**config.mk**
```make
export PLATFORM = sky130hd
export DESIGN_NAME = blit_queue
export DESIGN_NICKNAME = d
export VERILOG_FILES = /design/src/rtl/blit_queue.sv
export SDC_FILE = /design/constraint.sdc
export NUM_CORES = 1
export LEC_CHECK = 0
export BUFFER_PORTS_ARGS = -buffer_cell sky130_fd_sc_hd__clkbuf_2
export CAP_MARGIN = 20
export CELL_PAD_IN_SITES_DETAIL_PLACEMENT = 1
export CELL_PAD_IN_SITES_GLOBAL_PLACEMENT = 2
export CORE_MARGIN = 8
export CORE_UTILIZATION = 51
export CTS_BUF_LIST = sky130_fd_sc_hd__clkbuf_8
export DETAILED_ROUTE_END_ITERATION = 12
export PLACE_DENSITY = 0.91
export SETUP_SLACK_MARGIN = 0.05
export SLEW_MARGIN = 20
export SYNTH_ARGS = -nofsm -noshare
export SYNTH_HDL_FRONTEND = slang
export SYNTH_SLANG_ARGS = --single-unit
```
**constraint.sdc**
```tcl
create_clock -name clk -period 8.05 [get_ports clk]
set_input_delay 0.4025 -clock clk [delete_from_list [all_inputs] [get_ports clk]]
set_output_delay 0.4025 -clock clk [all_outputs]
set_load 0.02 [all_outputs]
```
**src/rtl/blit_queue.sv**
```systemverilog
// blit_queue: CPU-staged blit descriptor FIFO with a sequencer that replays
// each queued descriptor into the fill blitter's register port, kicks it and
// waits for the blitter to finish before retiring the entry.
module blit_queue #(
  parameter int DEPTH = 8
) (
  input  logic        clk,
  input  logic        reset_n,
  input  logic [1:0]  cpu_wr,
  input  logic [3:0]  cpu_addr,
  input  logic [15:0] cpu_din,
  output logic [15:0] cpu_dout,
  output logic [1:0]  bl_wr,
  output logic [15:0] bl_addr,
  output logic [15:0] bl_din,
  input  logic        bl_active,
  output logic        cmd_done
);

  localparam int AW = $clog2(DEPTH);
  localparam int CW = AW + 1;
  localparam int NF = 5;
  localparam logic [CW-1:0] FULL_COUNT = CW'(DEPTH);

  typedef logic [NF-1:0][15:0] desc_t;

  typedef enum logic [2:0] {
    S_IDLE,
    S_LOAD,
    S_KICK,
    S_WAIT_ACT,
    S_WAIT_DONE
  } state_e;

  desc_t           stg_q;
  desc_t           fifo_mem [DEPTH];
  desc_t           head;
  logic [AW-1:0]   wr_ptr_q;
  logic [AW-1:0]   rd_ptr_q;
  logic [CW-1:0]   count_q;
  logic            ovf_q;
  logic [15:0]     done_cnt_q;
  logic [15:0]     cpu_dout_q;
  logic [15:0]     rd_data;
  logic [15:0]     status;
  logic [7:0]      count_ext;

  state_e          state_q, state_d;
  logic [2:0]      k_q, k_d;
  logic [1:0]      bl_wr_q, bl_wr_d;
  logic [15:0]     bl_addr_q, bl_addr_d;
  logic [15:0]     bl_din_q, bl_din_d;
  logic            cmd_done_q, cmd_done_d;

  logic            stg_sel;
  logic [2:0]      stg_idx;
  logic            push_req;
  logic            push_ok;
  logic            pop;
  logic            fifo_empty;
  logic            fifo_full;
  logic            busy;
  logic            ovf_clear;

  assign stg_sel    = (cpu_addr < 4'd5);
  assign stg_idx    = cpu_addr[2:0];
  assign push_req   = cpu_wr[0] && (cpu_addr == 4'd7);
  assign ovf_clear  = cpu_wr[0] && (cpu_addr == 4'd5) && cpu_din[3];
  assign fifo_empty = (count_q == '0);
  assign fifo_full  = (count_q == FULL_COUNT);
  // A full FIFO rejects the push even when the head retires in the same cycle.
  assign push_ok    = push_req && !fifo_full;
  // The head only retires once the blitter has actually finished it.
  assign pop        = (state_q == S_WAIT_DONE) && !bl_active;
  assign busy       = (state_q != S_IDLE);
  assign head       = fifo_mem[rd_ptr_q];
  assign count_ext  = 8'(count_q);
  assign status     = {count_ext, 4'b0000, ovf_q, fifo_full, fifo_empty, busy};

  assign cpu_dout   = cpu_dout_q;
  assign bl_wr      = bl_wr_q;
  assign bl_addr    = bl_addr_q;
  assign bl_din     = bl_din_q;
  assign cmd_done   = cmd_done_q;

  // Staging registers take byte-merged CPU writes; a push does not clear them.
  always_ff @(posedge clk or negedge reset_n) begin
    if (!reset_n) begin
      stg_q <= '0;
    end else if (stg_sel) begin
      if (cpu_wr[0]) stg_q[stg_idx][7:0]  <= cpu_din[7:0];
      if (cpu_wr[1]) stg_q[stg_idx][15:8] <= cpu_din[15:8];
    end
  end

  // Descriptor storage; contents are only meaningful between the pointers.
  always_ff @(posedge clk) begin
    if (push_ok) fifo_mem[wr_ptr_q] <= stg_q;
  end

  // FIFO pointers and occupancy; the in-flight command still counts.
  always_ff @(posedge clk or negedge reset_n) begin
    if (!reset_n) begin
      wr_ptr_q <= '0;
      rd_ptr_q <= '0;
      count_q  <= '0;
    end else begin
      if (push_ok) wr_ptr_q <= wr_ptr_q + AW'(1);
      if (pop)     rd_ptr_q <= rd_ptr_q + AW'(1);
      case ({push_ok, pop})
        2'b10:   count_q <= count_q + CW'(1);
        2'b01:   count_q <= count_q - CW'(1);
        default: count_q <= count_q;
      endcase
    end
  end

  // Sticky overflow flag and wrapping completed-command counter.
  always_ff @(posedge clk or negedge reset_n) begin
    if (!reset_n) begin
      ovf_q      <= 1'b0;
      done_cnt_q <= '0;
    end else begin
      if (push_req && fifo_full) ovf_q <= 1'b1;
      else if (ovf_clear)        ovf_q <= 1'b0;
      if (pop) done_cnt_q <= done_cnt_q + 16'd1;
    end
  end

  // CPU read mux; unmapped addresses read as zero.
  always_comb begin
    rd_data = '0;
    case (cpu_addr)
      4'd0, 4'd1, 4'd2, 4'd3, 4'd4: rd_data = stg_q[stg_idx];
      4'd5:                         rd_data = status;
      4'd6:                         rd_data = done_cnt_q;
      default:                      rd_data = '0;
    endcase
  end

  // Read data is registered so it reflects state before the current edge.
  always_ff @(posedge clk or negedge reset_n) begin
    if (!reset_n) cpu_dout_q <= '0;
    else          cpu_dout_q <= rd_data;
  end

  // Sequencer state, field index and registered blitter-side outputs.
  always_ff @(posedge clk or negedge reset_n) begin
    if (!reset_n) begin
      state_q    <= S_IDLE;
      k_q        <= '0;
      bl_wr_q    <= '0;
      bl_addr_q  <= '0;
      bl_din_q   <= '0;
      cmd_done_q <= 1'b0;
    end else begin
      state_q    <= state_d;
      k_q        <= k_d;
      bl_wr_q    <= bl_wr_d;
      bl_addr_q  <= bl_addr_d;
      bl_din_q   <= bl_din_d;
      cmd_done_q <= cmd_done_d;
    end
  end

  // Next-state: load five fields, kick, then track the blitter busy flag.
  always_comb begin
    state_d = state_q;
    k_d     = k_q;
    case (state_q)
      S_IDLE: begin
        if (!fifo_empty) begin
          state_d = S_LOAD;
          k_d     = '0;
        end
      end
      S_LOAD: begin
        if (k_q == 3'd4) state_d = S_KICK;
        else             k_d     = k_q + 3'd1;
      end
      S_KICK:      state_d = S_WAIT_ACT;
      S_WAIT_ACT:  if (bl_active)  state_d = S_WAIT_DONE;
      S_WAIT_DONE: if (!bl_active) state_d = S_IDLE;
      default:     state_d = S_IDLE;
    endcase
  end

  // Output decode: only LOAD and KICK write; otherwise address/data hold.
  always_comb begin
    bl_wr_d    = 2'b00;
    bl_addr_d  = bl_addr_q;
    bl_din_d   = bl_din_q;
    cmd_done_d = pop;
    case (state_q)
      S_LOAD: begin
        bl_wr_d   = 2'b11;
        bl_addr_d = {13'd0, k_q};
        bl_din_d  = head[k_q];
      end
      S_KICK: begin
        bl_wr_d   = 2'b01;
        bl_addr_d = 16'd7;
        bl_din_d  = 16'd0;
      end
      default: begin
      end
    endcase
  end

endmodule

```
# [After elaboration in Yosys (flattened, before gate mapping)]
# Memories as Yosys holds them, arrays and structs flattened.
# Cells that the tools add are included.
[classes] n_addsub=6 magnitude_cmp=4 n_eq_ne=20 muxes=30 n_reduce_logical=20
[op_table] op="2-to-1 mux 80 bit" n=3
[op_table] op="bitwise mux 80 bit" n=2
[op_table] op="binary-select mux 16 bit (select 3 bit)" n=2
[op_table] op="demux 16 bit (select 3 bit)" n=2
[op_table] op="case mux 16 bit (2 select lines)" n=2
[op_table] op="2-to-1 mux 16 bit" n=3
[op_table] op="case mux 16 bit (3 select lines)" n=1
[op_table] op="2-to-1 mux 3 bit" n=6
[op_table] op="adder 16 x 1 -> 16 bit, second input constant" n=1
[op_table] op="== test 4 x 3 -> 1 bit, second input constant" n=4
[op_table] op="case mux 3 bit (5 select lines)" n=1
[op_table] op="!= test 2 bit, second input constant" n=5
[op_table] op="adder 3 x 1 -> 3 bit, second input constant" n=3
[op_table] op="== test 4 x 2 -> 1 bit, second input constant" n=2
[op_table] op="zero test 4 bit" n=2
[op_table] op="< comparator 3 x 4 -> 1 bit, second input constant" n=2
[op_table] op="2-to-1 mux 8 bit" n=1
[op_table] op="case mux 4 bit (2 select lines)" n=1
[op_table] op="nonzero test 2 bit" n=4
[op_table] op="logical AND 1 bit" n=7
[op_table] op="== test 3 x 2 -> 1 bit, second input constant" n=2
[op_table] op="== test 3 bit, second input constant" n=2
[op_table] op="case mux 3 bit (2 select lines)" n=1
[op_table] op="OR reduction 5 bit" n=1
[op_table] op="16 further kinds" n=20
[totals] register_bits=164 ram_bits=640 inputBits=25 out_inout_bits=51 elab_cells=98 mem_count=1
[memory_table] name="fifo_mem" depth=8 word_bits=80 rd=1 rd_ports_with_merged_regs=0 wr=1 line="36" text="desc_t fifo_mem [DEPTH];"

# [Depth between registers and ports, before layout]
[depth] word_depth=9 ltp_mapped=12 ltp_nobuf=11

# [Least setup slack after synthesis]
# No wires, ideal clock.
[synth_path] path_kind="in2reg" startpoint="input port cpu_addr[0]" endpoint="memory fifo_mem[1][0] (netlist bit) (enable)" setup_ns=0.616 t_arrival_ns=6.946 required_ns=7.434 path_slack_ns=0.488 cell_stages=6 path_buffers=2 path_cell_list="clkbuf_1 buf_2 nand4_1 a21oi_1 nand2_1 nor3_1"
[synth_between] elab_chain_len=5
[synth_rtl] item="start: declaration" line="10" text="input logic [3:0] cpu_addr,"
[synth_rtl] item="== test 4 x 3 -> 1 bit" line="67" text="assign push_req = cpu_wr[0] && (cpu_addr == 4'd7);"
[synth_rtl] item="logical AND 1 bit" line="67"
[synth_rtl] item="logical AND 1 bit" line="72" text="assign push_ok = push_req && !fifo_full;"
[synth_rtl] item="2-to-1 mux 1 bit" line="98" text="if (push_ok) fifo_mem[wr_ptr_q] <= stg_q;"
[synth_rtl] item="2-to-1 mux 1 bit (implied by the code)" line="98"
[synth_rtl] item="end: declaration" line="36"
# Every way passes these cells.

# [Worst setup path in the final report]
[layout_path] startpoint="input port cpu_addr[1]" endpoint="memory fifo_mem[3][6] (netlist bit) (enable)"
# Same word-level chain as after synthesis.

==> results by group <==
Timing
  – Final Cycle Share: 0.484
  – Max Fclk: between 0.2 and 0.3 GHz
  – Final min period: 3.90 ns
  – Setup tns final: 0 ns
  – # setup viols final: 0
  – RSZ-0062 raised after global routing: false
  – Max_slew headroom: 0.203
  – Worst slew pin tran: 1.20 ns
  – Final Max Tran Viols: 0
  – Worst Skew: 0.0359 ns
  – Post-Route Hold Slack: 0.0834 ns
  – Final hold vios: 0

Placed design
  – Detailed Place HPWL: approximately 47000 µm
  – Final Wtd Congestion: about 0.76
  – Inst Count DP: 2419
  – Buffers on Ports: a little over 60

Setup path
  – Reg2Reg Capture Point: fifo_mem[3][6]$_DFFE_PP_
  – WS Path Type: in2reg
  – Startpoint types: input pin
  – FF-to-FF setup slack: around 4.3 ns
  – Crit end category: flop
  – WP data required: 8.38 ns
  – Worst Reg-to-Reg Cells: 5
  – R2R Path Start: count_q[0]$_DFFE_PN0P_
  – WP data arrival: roughly 4.2 ns
  – Crit-path max FO: 54

Routing
  – Routed wire length: just over 80000 µm
  – Drt initial violations: ~1700
  – DRC viols: 0
  – DR vias/cell: slightly above 6
  – Routed wire per std cell: ~30 µm
  – Via count: around 16000
  – Final ANT Viol Nets: 0
  – Drt pass-1 iters: 5

Clock network
  – CTS tree: built
  – Worst skew pair latency: ~0.7 ns
  – Root buf cell: clkbuf_8
  – # clock sinks: 791
  – Maximum clock path buffer count: 3
  – CTS buffer count: 117
  – Clock slew at the register clock pins of the worst setup and hold paths: about 0.060 ns
  – H-tree Lvls: 3

Floorplan
  – Die footprint: 69600 µm²
  – Io pins: between 70 and 80
  – Die height: ~260 µm
  – Starting Density: 0.512
  – Core area: a little over 60000 µm²
  – Row count: slightly above 90
  – Chip Width: approximately 260 µm

Global routing
  – All-Layer GR Usage: 0.230
  – Largest net degree at the start of global routing: 96
  – First-pass GRT wire length: roughly 120000 µm
  – M3 GR Usage: 0.0461
  – Met1 Use GR: 0.292
  – GR Util met2: 0.382
  – Grt peak-use layer: met2
  – Vias in the first global route: ~18000
  – GR Overflow Total: 0
  – Initial antenna violation count: 2

Synthesis
  – Share of the synthesized area in the top cell type: 0.613
  – EDFF count, synth: between 600 and 700
  – Yosys reg bits: about 790
  – Synth Cell Area: roughly 31000 µm²
  – Synth top area cells: edfxtp_1 61%, dfrtp_1 12%, mux4_2 9.3%, mux2i_1 4.2%, mux2_2 3.8%
  – Cell with the most instances after synthesis: edfxtp_1
  – Main synth FF type: edfxtp_1
  – Post-synthesis sequential area ratio: 0.734
  – Syn. warnings: 0
  – Synth async-reset ratio: 0.191
  – Yosys cell types: between 50 and 60
  – Mapped Cells: between 1500 and 2000
  – Leading cell types by count after synthesis: 640 x edfxtp_1, 151 x dfrtp_1, 130 x mux2i_1, 130 x mux4_2, 106 x mux2_2
  – Mean Syn Cell Area: slightly below 20 µm²
  – Area leader, netlist: edfxtp_1

Min path
  – Hold Crit Class: in2reg
  – WHS Endpoint: stg_q[71]$_DFFE_PN0P_
  – Hold Crit Depth: 2
  – Hold Startpoint: cpu_din[7]

Power
  – Max VDD drop: 0.000189 V
  – Leakage: about 12 nW
  – Tot Pwr: approximately 11 mW
  – PD cells: around 320 nW/µm²

Finish
  – Final Util: 0.572
  – Fillers: ~5400
  – Syn-to-layout area delta: 11.8%
  – Register Area: between 20000 and 25000 µm²
  – Cell Count, Final, Fillers Out: 2655
  – Area of the multi-input gates: 7850 µm²
  – Layout net count: approximately 1800
  – Layout cells sized above 1: 0.284

Flow run
  – Maxcap violations: 0

Outcome
  – Status: complete, no violations
==> placed cells by master (no fill, tap or decap), drive strengths merged, types with 3 or more instances in the layout <==
| cell | count |
|---|---|
| edfxtp | 640 |
| clkbuf | 215 |
| dfrtp | 151 |
| mux2i | 130 |
| mux4 | 130 |
| mux2 | 106 |
| nor2 | 53 |
| inv | 46 |
| o21ai | 32 |
| buf | 32 |
| a21oi | 31 |
| nand2 | 28 |
| clkinv | 27 |
| a22oi | 24 |
| a22o | 23 |
| a221oi | 15 |
| nand3 | 14 |
| xnor2 | 14 |
| conb | 13 |
| dlygate4sd3 | 12 |
| xor2 | 11 |
| o221ai | 11 |
| nor2b | 9 |
| nand2b | 9 |
| and3 | 8 |
| ha | 8 |
| nor3 | 8 |
| a31oi | 6 |
| a211oi | 6 |
| nand4 | 6 |
| and2 | 5 |
| o21a | 5 |
| a221o | 5 |
| nand3b | 4 |
| o22ai | 3 |
==> cell type report <==
| class | instances | share of cell area |
|---|---|---|
| inverters | 9 | 0.000964 |
| diodes | 1 | 0.0000714 |
| clock inverters | 68 | 0.0101 |
| repair buffers | 105 | 0.0197 |
| well taps | 790 | 0.0282 |
| clock buffers | 154 | 0.0605 |
| multi-input cells | 737 | 0.224 |
| flip-flops and latches | 791 | 0.656 |
==> state kept, by name (all words and copies together) (netlist names) <==
signal and count:
cmd_done 1, state_q 3, bl_din 16, fifo_mem 640, wr_ptr_q 3, ovf_q 1, done_cnt_q 16, k_q 3
bl_wr 2, stg_q 80, cpu_dout 16, rd_ptr_q 3, bl_addr 3, count_q 4
==> stage by stage <==
step                      setup WS, ns  cell area, µm²
after detailed placement          3.48           32400
after global placement            3.72           32400
after global routing              3.90           35000
after floorplan                  0.488           31400
after CTS                         4.22           35000
final                             4.15           35000
==> power breakdown <==
part | internal [mW] | switching (mW) | leakage [nW]
logic | 1.11 | 1.35 | 2.95
registers | 4.85 | 0.545 | 7.70
clock network | 1.78 | 1.56 | 1.42
==> worst max-delay path: stages <==
cell      delay (ns)
clkbuf_2        0.08
buf_4           0.45
nor2b_1         0.40
nand4_1         0.17
a21oi_1         0.46
nand2_1         0.37
nor2_4          0.92
buf_4           0.92
==> worst max-delay path by stage <==
stage | from | to | slack [ns] | cells past startpoint
2_1_floorplan | cpu_addr[0] | fifo_mem[1][0]$_DFFE_PP_ | 0.49 | 6
3_3_place_gp | cpu_addr[1] | fifo_mem[7][46]$_DFFE_PP_ | 3.72 | 8
3_5_place_dp | cpu_addr[1] | fifo_mem[3][7]$_DFFE_PP_ | 3.48 | 8
4_1_cts | cpu_addr[1] | fifo_mem[3][36]$_DFFE_PP_ | 4.22 | 8
5_1_grt | cpu_addr[1] | fifo_mem[7][57]$_DFFE_PP_ | 3.90 | 8
6_report | cpu_addr[1] | fifo_mem[3][6]$_DFFE_PP_ | 4.15 | 8
==> layer usage <==
metal / routed length, µm / up-vias
met5: 11 / -
met4: 3200 / 2
met3: 6000 / 185
met2: 39900 / 682
met1: 31500 / 8733
li1: - / 6809
==> kinds of logic after synthesis <==
kind of cell             count (synthesis)  share of synthesized area
multiplexers                           366                      0.173
adder cells (fa/ha/maj)                  8                    0.00319
AO/OA/AOI/OAI                          172                     0.0386
buffers and inverters                  110                     0.0195
XOR/XNOR                                25                    0.00723
other                                    1                   0.000120
flip-flops                             791                      0.734
AND/OR/NAND/NOR                        153                     0.0246
==> what timing repair did <==
| action | in CTS | in global routing |
|---|---|---|
| gates resized for setup | 0 | 0 |
| buffers inserted | 0 | 0 |
| hold endpoints to repair | 139 | 0 |
| hold buffers | 12 | 0 |
No activity file was read; power rests on OpenSTA's default activity.
